==> src/rtl/ws2801_receiver.sv <==
// One WS2801 pixel: captures the first 24 bits of a frame as {R,G,B}, forwards the rest
// downstream on sdo/cko, and latches the colour after a 500 us idle gap on cki.
module ws2801_receiver #(
    parameter int FREQ         = 12_500_000,
    parameter int LATCH_CYCLES = FREQ / 2000
) (
    input  logic        clk,
    input  logic        rst,
    input  logic        sdi,
    input  logic        cki,
    output logic        sdo,
    output logic        cko,
    output logic [23:0] rgb,
    output logic        rgb_valid,
    output logic        frame_error,
    output logic        busy
);

    localparam int CW = $clog2(LATCH_CYCLES + 1);
    localparam logic [CW-1:0] LATCH_MAX = CW'(LATCH_CYCLES);

    typedef enum logic [1:0] {
        IDLE    = 2'd0,
        SHIFT   = 2'd1,
        FULL    = 2'd2,
        FORWARD = 2'd3
    } state_t;

    state_t          state;
    state_t          next_state;
    logic            sdi_m;
    logic            sdi_s;
    logic            cki_m;
    logic            cki_s;
    logic            cki_d;
    logic [CW-1:0]   idle_cnt;
    logic [4:0]      bit_cnt;
    logic [23:0]     shreg;
    logic            rise;
    logic            fall;
    logic            latch_evt;

    assign rise = cki_s & ~cki_d;
    assign fall = ~cki_s & cki_d;
    // A rising edge in the cycle the counter would saturate wins: no latch, bit is taken.
    assign latch_evt = ~rise && (idle_cnt == LATCH_MAX - CW'(1));
    assign busy = (state != IDLE);

    always_ff @(posedge clk or negedge rst) begin
        if (!rst) begin
            state <= IDLE;
        end else begin
            state <= next_state;
        end
    end

    always_comb begin
        next_state = state;
        case (state)
            IDLE: begin
                if (rise) next_state = SHIFT;
            end
            SHIFT: begin
                if (latch_evt)                      next_state = IDLE;
                else if (rise && bit_cnt == 5'd23)  next_state = FULL;
            end
            // Wait for a falling edge so cko never starts mid-way through a high phase.
            FULL: begin
                if (latch_evt)  next_state = IDLE;
                else if (fall)  next_state = FORWARD;
            end
            FORWARD: begin
                if (latch_evt) next_state = IDLE;
            end
            default: next_state = IDLE;
        endcase
    end

    always_ff @(posedge clk or negedge rst) begin
        if (!rst) begin
            sdi_m       <= 1'b0;
            sdi_s       <= 1'b0;
            cki_m       <= 1'b0;
            cki_s       <= 1'b0;
            cki_d       <= 1'b0;
            sdo         <= 1'b0;
            cko         <= 1'b0;
            idle_cnt    <= '0;
            bit_cnt     <= 5'd0;
            shreg       <= 24'd0;
            rgb         <= 24'd0;
            rgb_valid   <= 1'b0;
            frame_error <= 1'b0;
        end else begin
            sdi_m       <= sdi;
            sdi_s       <= sdi_m;
            cki_m       <= cki;
            cki_s       <= cki_m;
            cki_d       <= cki_s;
            sdo         <= sdi_s;
            cko         <= (state == FORWARD) ? cki_s : 1'b0;
            rgb_valid   <= 1'b0;
            frame_error <= 1'b0;

            if (rise) begin
                idle_cnt <= '0;
            end else if (idle_cnt != LATCH_MAX) begin
                idle_cnt <= idle_cnt + CW'(1);
            end

            case (state)
                IDLE: begin
                    bit_cnt <= 5'd0;
                    if (rise) begin
                        shreg   <= {shreg[22:0], sdi_s};
                        bit_cnt <= 5'd1;
                    end
                end
                SHIFT: begin
                    if (latch_evt) begin
                        frame_error <= 1'b1;
                        shreg       <= 24'd0;
                        bit_cnt     <= 5'd0;
                    end else if (rise) begin
                        shreg   <= {shreg[22:0], sdi_s};
                        bit_cnt <= bit_cnt + 5'd1;
                    end
                end
                FULL, FORWARD: begin
                    if (latch_evt) begin
                        rgb       <= shreg;
                        rgb_valid <= 1'b1;
                        bit_cnt   <= 5'd0;
                    end
                end
                default: bit_cnt <= 5'd0;
            endcase
        end
    end

endmodule

==> config.mk <==
export PLATFORM = sky130hd
export DESIGN_NAME = ws2801_receiver
export DESIGN_NICKNAME = d
export VERILOG_FILES = /design/src/rtl/ws2801_receiver.sv
export SDC_FILE = /design/constraint.sdc
export NUM_CORES = 1
export LEC_CHECK = 0
export CELL_PAD_IN_SITES_DETAIL_PLACEMENT = 1
export CELL_PAD_IN_SITES_GLOBAL_PLACEMENT = 2
export CORE_ASPECT_RATIO = 1.75
export CORE_MARGIN = 2
export CORE_UTILIZATION = 42
export CTS_CLUSTER_DIAMETER = 120
export CTS_CLUSTER_SIZE = 25
export DETAILED_ROUTE_END_ITERATION = 8
export GPL_TIMING_DRIVEN = 1
export HOLD_SLACK_MARGIN = 0.03
export PLACE_DENSITY_LB_ADDON = 0.1
export SLEW_MARGIN = 20
export SYNTH_ARGS = -nofsm -noshare
export SYNTH_HDL_FRONTEND = slang
export SYNTH_SLANG_ARGS = --single-unit
==> constraint.sdc <==
create_clock -name clk -period 4.3 [get_ports clk]
set_clock_uncertainty 0.1 [all_clocks]
set_input_delay 0.645 -clock clk [delete_from_list [all_inputs] [get_ports clk]]
set_output_delay 0.645 -clock clk [all_outputs]
set_load 0.005 [all_outputs]
* Yosys cells after proc, flatten, opt, wreduce, memory -nomap -nowiden
Index checks and enable logic that the tools add are counted.
** Storage, ports and cells
- Output and inout port bits :: 29
- Register bits after elaboration :: 77
** Operators by class
- Add/subtract/negate cells :: 2
- Bitwise logic cells :: 5
- Reductions and logical operators :: 10
- Muxes and demuxes :: 21
- Equal/unequal tests :: 12
** Operators with widths (count)
- two-way mux 24 bit :: 2
- one-hot mux 24 bit (2 select lines) :: 1
- two-way mux 13 bit :: 2
- two-way mux 5 bit :: 3
- one-hot mux 5 bit (3 select lines) :: 1
- adder 13 x 1 -> 13 bit, second input constant :: 1
- == test 13 bit, second input constant :: 1
- != test 13 bit, second input constant :: 1
- two-way mux 2 bit :: 6
- != test 3 bit, second input constant :: 3
- one-hot mux 2 bit (4 select lines) :: 1
- != test 2 bit, second input constant :: 3
- nonzero test 2 bit :: 3
- adder 5 x 1 -> 5 bit, second input constant :: 1
- == test 5 bit, second input constant :: 1
- two-way mux 1 bit :: 5
- == test 2 bit, second input constant :: 2
- AND reduction 2 bit :: 2
- AND reduction 4 bit :: 1
- inverter 1 bit :: 3
- AND 1 bit :: 2
- == test 2 x 1 -> 1 bit, second input constant :: 1
- logical AND 1 bit :: 2
- zero test 2 bit :: 1
- OR reduction 2 bit :: 1

* Longest topological paths before layout
Gate-level depths: netlist of the first run.
- Depth after elaboration :: 6
- Mapped depth :: 7
- Mapped depth without buffers :: 6

* Worst setup path before layout of the first run
No wires, ideal clock.
- Path type :: reg2reg
- From :: register idle_cnt[9]
- To :: register rgb[0]
- Period minus slack after synthesis :: 1.829 ns
- Cell stages (with the launch flop) :: 7
- Path slack :: 2.471 ns
- Data arrival time :: 1.604 ns
- Buffers on the path :: 2
- Library setup time :: 0.125 ns
- Cell sequence :: dfrtp_1 -> nor2_1 -> and4b_1 -> and4_1 -> buf_6 -> buf_12 -> mux2_4
** Between the ends
- Longest elaborated chain between the ends :: 3
** RTL lines
- from (decl) :: RTL line 36 : logic [CW-1:0] idle_cnt;
- from (signal assigned) :: RTL line 108 : idle_cnt <= idle_cnt + CW'(1);
- == test 13 bit :: RTL line 46 : assign latch_evt = ~rise && (idle_cnt == LATCH_MAX - CW'(1));
- logical AND 1 bit :: RTL line 46
- AND reduction 2 bit (no line)
- to (signal assigned) :: RTL line 131 : rgb <= shreg;
- to (decl) :: RTL line 13 : output logic [23:0] rgb,
Every way passes these cells.
A chain may end at the register's enable or synchronous reset.

* Worst setup path in the final report of the first run
- From :: register state[1]
- To :: output busy
** Between the ends
- Longest elaborated chain between the ends :: 1
** RTL lines
- from (decl) :: RTL line 29 : state_t state;
- from (signal assigned) :: RTL line 53 : state <= next_state;
- nonzero test 2 bit :: RTL line 47 : assign busy = (state != IDLE);
- to (decl) :: RTL line 16 : output logic busy
Every way passes these cells.

==> impl_metrics.env, run 1 <==
export IMPL_status="complete, no violations"
export IMPL_num_rows=43
export IMPL_synthAdderAreaFrac=0.01501
export IMPL_regArea_um2=1927
export IMPL_place_area_um2=3681
export IMPL_cts_setup_buffers=0
export IMPL_routed_wl_mm=6.316
export IMPL_synth_edf_count=0
export IMPL_crit_path_max_fanout=11
export IMPL_whs_ns=0.2518
export IMPL_drcViolationCount=0
export IMPL_clk_latency_ns=0.33
export IMPL_fmax_mhz=409.9
export IMPL_power_share_switching=0.2515
export IMPL_grt_pass1_wl_mm=11.22
export IMPL_num_antenna_cells=0
export IMPL_comb_power_share=0.100
export IMPL_yosys_area_top_type="dfrtp_1"
export IMPL_fin_ws_ns=1.860
export IMPL_finish_instance_area_um2=3951
export IMPL_globalplace_congestion=0.7187
export IMPL_rsz0062_at_grt="no"
export IMPL_finalCriticalPeriod_ns=2.440
export IMPL_io_buffers=32
export IMPL_cts_buffers=9
export IMPL_drv_slew=0
export IMPL_cts_resized=0
export IMPL_synthSimpleGateAreaFrac=0.1321
export IMPL_clock_root_buffer="clkbuf_16"
export IMPL_endpoint_kind="output port"
export IMPL_yosys_warnings=0
export IMPL_dp_slack_ns=1.905
export IMPL_grt_max_degree=78
export IMPL_fillCellCount=800
export IMPL_clockBufferDepth=2
export IMPL_hp_class="flip-flop to flip-flop"
export IMPL_ant_nets=0
export IMPL_syn_area_um2=3334
export IMPL_synthMuxAreaShare=0.1756
export IMPL_cp_required_ns=3.56
export IMPL_cts_hold_buf=0
export IMPL_multi_input_area_um2=1290
export IMPL_p_int_uw=1345
export IMPL_yosys_register_bits=77
export IMPL_setup_viol_count_final=0
export IMPL_htree_levels=3
export IMPL_power_per_cell_area_nw_per_um2=454.8
export IMPL_syn_avg_cell_area_um2=13.18
export IMPL_tightest_slew_ns=1.063
export IMPL_coreArea_um2=7801
export IMPL_synth_distinct_cells=43
export IMPL_critPathKind="flip-flop to output port"
export IMPL_nNetsFinal=295
export IMPL_avgRoutedWirePerCell_um=16.66
export IMPL_drtIter0Drc=66
export IMPL_synth_xor_area_share=0.03415
export IMPL_clk_pin_slew_ns=0.05
export IMPL_drt_first_pass_iters=4
export IMPL_gr_total_overflow=0
export IMPL_routed_via_density=5.243
export IMPL_initial_core_util=0.4274
export IMPL_synth_nets=261
export IMPL_area_growth_pct=18.50
export IMPL_num_vias=1987
export IMPL_final_cell_mix="77 x dfrtp_1, 42 x nor2_1, 31 x clkdlybuf4s50_1"
export IMPL_track_usage=0.1676
export IMPL_finalCritPeriodShare=0.5674
export IMPL_synth_compound_area_share=0.02777
export IMPL_die_h_um=121.9
export IMPL_drive_above_1_share=0.1696
export IMPL_slew_headroom=0.2898
export IMPL_yosys_top_cells_area="dfrtp_1 58%, mux2_4 9.0%, mux2i_1 7.2%, nor2_1 4.8%, xor2_1 2.4%"
export IMPL_ys_flop_type="dfrtp_1"
export IMPL_synth_top_cell_area_share=0.5779
export IMPL_dpl_hpwl_mm=4.101
export IMPL_cp_start_kind="flip-flop"
export IMPL_synth_top_family_by_area="multiplexers"
export IMPL_crit_arrival_ns=1.69
export IMPL_ys_seq_area_frac=0.5779
export IMPL_syn_inst=253
export IMPL_antenna_found_initial=0
export IMPL_switching_power_uw=452.0
export IMPL_pwr_share_seq=0.507
export IMPL_maxCapViolCount=0
export IMPL_fp_dieW_um=71.36
export IMPL_cts_tree="built"
export IMPL_irDropWorstVdd_mv=0.2264
export IMPL_finalSetupTns_ns=0
export IMPL_layout_commonest_cell="dfrtp_1"
export IMPL_grt_pass1_vias=2178
export IMPL_synth_async_reset_ratio=1.000
export IMPL_power_frac_clock=0.392
export IMPL_hold_viol_final=0
export IMPL_io_pins=33
export IMPL_power_leakage_uw=0.001854
export IMPL_clkSinkCount=77
export IMPL_design_die_area_um2=8696
-- flip-flops by register name, summed over array words and instances (netlist names) --
signal	count
sdo	1
cki_m	1
cko	1
cki_d	1
state	2
bit_cnt	5
rgb_valid	1
sdi_s	1
cki_s	1
frame_error	1
rgb	24
sdi_m	1
shreg	24
idle_cnt	13
-- cells in the mapped netlist (all sizes together), types with 3 or more instances --
| library cell | count |
|---|---|
| dfrtp | 77 |
| nor2 | 45 |
| mux2 | 24 |
| mux2i | 24 |
| xor2 | 9 |
| buf | 8 |
| nand2 | 6 |
| inv | 5 |
| nand3 | 5 |
| nand4 | 5 |
| and3 | 4 |
| and4 | 4 |
| ha | 4 |
| xnor2 | 4 |
| a21oi | 3 |
| clkbuf | 3 |
-- final timing paths --
kind,startpoint,end,slack (ns),depth (start not counted)
min in group asynchronous,rst,idle_cnt[10],0.35,1
max reg2reg,idle_cnt[4],shreg[14],1.97,5
max in group asynchronous,rst,idle_cnt[1],3.11,1
max,state[1],busy,1.86,2
min,cki_m,cki_s,0.25,0
min reg2reg,cki_m,cki_s,0.25,0
-- critical path: stages, from the launching register on --
cell             delay [ns]
dfrtp_1                0.54
or2_2                  0.37
clkdlybuf4s50_1        0.46
-- power by group through the flow --
stage                     clock (µW)  sequential (µW)  combinational, µW
after floorplan                    0              889                141
after global placement             0              922                177
after detailed placement           0              923                185
after CTS                        727              915                187
after global routing             755              929                212
final                            705              912                180
-- layout make-up --
cell class | count | area share
inverters | 5 | 0.004750
multi-input cells | 160 | 0.3265
well taps | 90 | 0.02850
clock inverters | 2 | 0.009500
clock buffers | 11 | 0.05890
flip-flops and latches | 77 | 0.4877
repair buffers | 34 | 0.08423
-- stage by stage --
stage | utilization | power [µW] | std cells
floorplan | - | 1030 | 253
global route | 0.5065 | 1896 | 379
CTS | 0.5065 | 1828 | 379
global placement | 0.4719 | 1099 | 366
detailed placement | 0.4719 | 1108 | 366
finish | 0.5065 | 1797 | 379
-- routing by layer --
metal  vias to the layer above  wire, µm  track usage  part of all wire
met2                        26      3345       0.2708              0.53
met4                         0       133      0.08137             0.021
met3                         8       156      0.03474             0.025
met1                      1027      2680       0.2121              0.42
met5                         -         0            0                 0
li1                        926         -            -                 -
-- kinds of logic after synthesis --
logic type / after synthesis
fa+ha+maj: 4
buf+inv: 16
xor+xnor: 13
mux: 48
compound gates: 13
simple gates: 82
flops: 77
Note: power is estimated with default switching activity, not from simulation.
==> inputs of run 2 (changes only) <==
--- a/config.mk
+++ b/config.mk
@@ -9,7 +9,7 @@
 export CELL_PAD_IN_SITES_GLOBAL_PLACEMENT = 2
 export CORE_ASPECT_RATIO = 1.75
 export CORE_MARGIN = 2
-export CORE_UTILIZATION = 42
+export CORE_UTILIZATION = 35
 export CTS_CLUSTER_DIAMETER = 120
 export CTS_CLUSTER_SIZE = 25
 export DETAILED_ROUTE_END_ITERATION = 8
==> constraint.sdc (replaced) <==
create_clock -name clk -period 2.2 [get_ports clk]
set_clock_uncertainty 0.1 [all_clocks]
set_input_delay 0.33 -clock clk [delete_from_list [all_inputs] [get_ports clk]]
set_output_delay 0.33 -clock clk [all_outputs]
set_load 0.005 [all_outputs]
==> run 2 against run 1 <==
Compared with the run above: critical path depth stayed put; cell count is 12% higher; cell area is 5.8% higher; hold slack worse by 0.00056 ns; sequential power is 95% higher; first-iteration DRC count is 7.6% lower; largest power group unchanged.
==> impl_metrics.env, run 2 (synthesis results as in run 1) <==
export IMPL_status="complete, no violations"
export IMPL_setup_viol_count_final=0
export IMPL_fillCellCount=970
export IMPL_pwr_share_seq=0.465
export IMPL_cts_setup_buffers=0
export IMPL_crit_arrival_ns=1.63
export IMPL_cts_hold_buf=1
export IMPL_clk_latency_ns=0.33
export IMPL_nNetsFinal=304
export IMPL_cts_resized=0
export IMPL_p_total_uw=3821
export IMPL_io_pins=33
export IMPL_ant_nets=0
export IMPL_endpoint_kind="output port"
export IMPL_num_rows=47
export IMPL_slew_headroom=0.6826
export IMPL_path_cells="or2_2 -> clkdlybuf4s50_1"
export IMPL_cp_required_ns=1.77
export IMPL_grt_pass1_wl_mm=11.70
export IMPL_area_growth_pct=25.40
export IMPL_whs_path_depth=0
export IMPL_finalCritPeriodShare=0.9348
export IMPL_irDropWorstVdd_mv=0.4706
export IMPL_rr_worst_depth=5
export IMPL_num_vias=2025
export IMPL_design_die_area_um2=10350
export IMPL_clock_root_buffer="clkbuf_16"
export IMPL_hp_class="flip-flop to flip-flop"
export IMPL_die_h_um=133.1
export IMPL_drcViolationCount=0
export IMPL_cp_depth=2
export IMPL_cp_start_kind="flip-flop"
export IMPL_slowest_stage="dfrtp_1"
export IMPL_crit_path_max_fanout=6
export IMPL_finish_instance_area_um2=4182
export IMPL_clkSinkCount=77
export IMPL_clk_pin_slew_ns=0.06
export IMPL_drive_above_1_share=0.2027
export IMPL_track_usage=0.1460
export IMPL_power_frac_clock=0.439
export IMPL_htree_levels=3
export IMPL_grt_pass1_vias=2291
export IMPL_cts_buffers=9
export IMPL_finalSetupTns_ns=0
export IMPL_endpoint="busy"
export IMPL_initial_core_util=0.3566
export IMPL_routed_wl_mm=6.911
export IMPL_io_buffers=32
export IMPL_layout_commonest_cell="dfrtp_1"
export IMPL_power_per_cell_area_nw_per_um2=913.7
export IMPL_fp_dieW_um=77.79
export IMPL_maxCapViolCount=0
export IMPL_fmax_mhz=486.2
export IMPL_tightest_slew_ns=0.4750
export IMPL_whs_ns=0.2513
export IMPL_globalplace_congestion=0.7625
export IMPL_slowest_delay_ns=0.49
export IMPL_drtIter0Drc=61
export IMPL_hold_viol_final=0
export IMPL_clockBufferDepth=2
export IMPL_coreArea_um2=9350
export IMPL_gr_total_overflow=0
export IMPL_cts_tree="built"
export IMPL_switching_power_uw=936.4
export IMPL_antenna_found_initial=0
export IMPL_dpl_hpwl_mm=4.579
export IMPL_dp_slack_ns=0.2216
export IMPL_place_area_um2=3831
export IMPL_fin_ws_ns=0.1434
export IMPL_avgRoutedWirePerCell_um=16.34
export IMPL_comb_power_share=0.096
export IMPL_path_buf_inv=1
export IMPL_r2r_setup_slack_ns=0.24
export IMPL_power_share_switching=0.2451
export IMPL_final_cell_mix="77 x dfrtp_1, 42 x nor2_1, 31 x clkdlybuf4s50_1"
export IMPL_crit_family="flip-flops"
export IMPL_grt_max_degree=59
export IMPL_drt_first_pass_iters=3
export IMPL_power_leakage_uw=0.001948
export IMPL_largestRegisters="rgb (24), shreg (24), idle_cnt (13)"
export IMPL_routed_via_density=4.787
export IMPL_r2r_end="rgb[21]"
export IMPL_p_int_uw=2884
export IMPL_r2r_start="cki_s"
export IMPL_finalCriticalPeriod_ns=2.057
export IMPL_rsz0062_at_grt="no"
export IMPL_worstSetupStartpoint="state[1]"
export IMPL_drv_slew=0
export IMPL_num_antenna_cells=0
export IMPL_critPathKind="flip-flop to output port"
run 2: worst min path at each step:
stage,startpoint,to,slack [ns]
floorplan,rst,bit_cnt[0],-0.07
detailed placement,rst,idle_cnt[6],0.14
finish,sdi_m,sdi_s,0.25
global route,sdi_m,sdi_s,0.27
CTS,sdi_m,sdi_s,0.25
global placement,rst,idle_cnt[8],0.14
run 2: per-layer routing:
| layer | vias to the layer above | wire length (µm) | track usage |
|---|---|---|---|
| met3 | 13 | 179 | 0.03117 |
| met2 | 29 | 3569 | 0.2438 |
| met4 | 0 | 180 | 0.07738 |
| met1 | 1031 | 2981 | 0.1744 |
| met5 | - | 0 | 0 |
| li1 | 952 | - | - |
run 2: final cells by class:
class | count | area [µm²] | share of cell area
Sequential cell | 77 | 1927 | 0.4608
Clock inverter | 6 | 111.4 | 0.02663
Multi-Input combinational cell | 160 | 1290 | 0.3085
Tap cell | 122 | 152.6 | 0.03650
Clock buffer | 10 | 229.0 | 0.05476
Inverter | 5 | 18.77 | 0.004488
Timing Repair Buffer | 43 | 452.9 | 0.1083
run 2: power by group through the flow:
stage | clock network (µW) | registers [µW] | logic [µW]
final | 1680 | 1780 | 366
after global routing | 1790 | 1810 | 429
after CTS | 1730 | 1780 | 379
after detailed placement | 0 | 1810 | 376
after global placement | 0 | 1800 | 356
after floorplan | 0 | 1740 | 276
run 2: worst register-to-register path, delay by kind of cell, from the launching register on:
family	cells	cell delay [ns]
flip-flops	1	0.42
buffers and inverters	1	0.23
multiplexers	1	0.36
AND/OR/NAND/NOR	3	0.74
run 2: metrics by stage:
stage	utilization	std cells
2_1_floorplan	-	253
3_3_place_gp	0.4097	406
3_5_place_dp	0.4097	406
4_1_cts	0.4472	423
5_1_grt	0.4472	423
6_report	0.4472	423
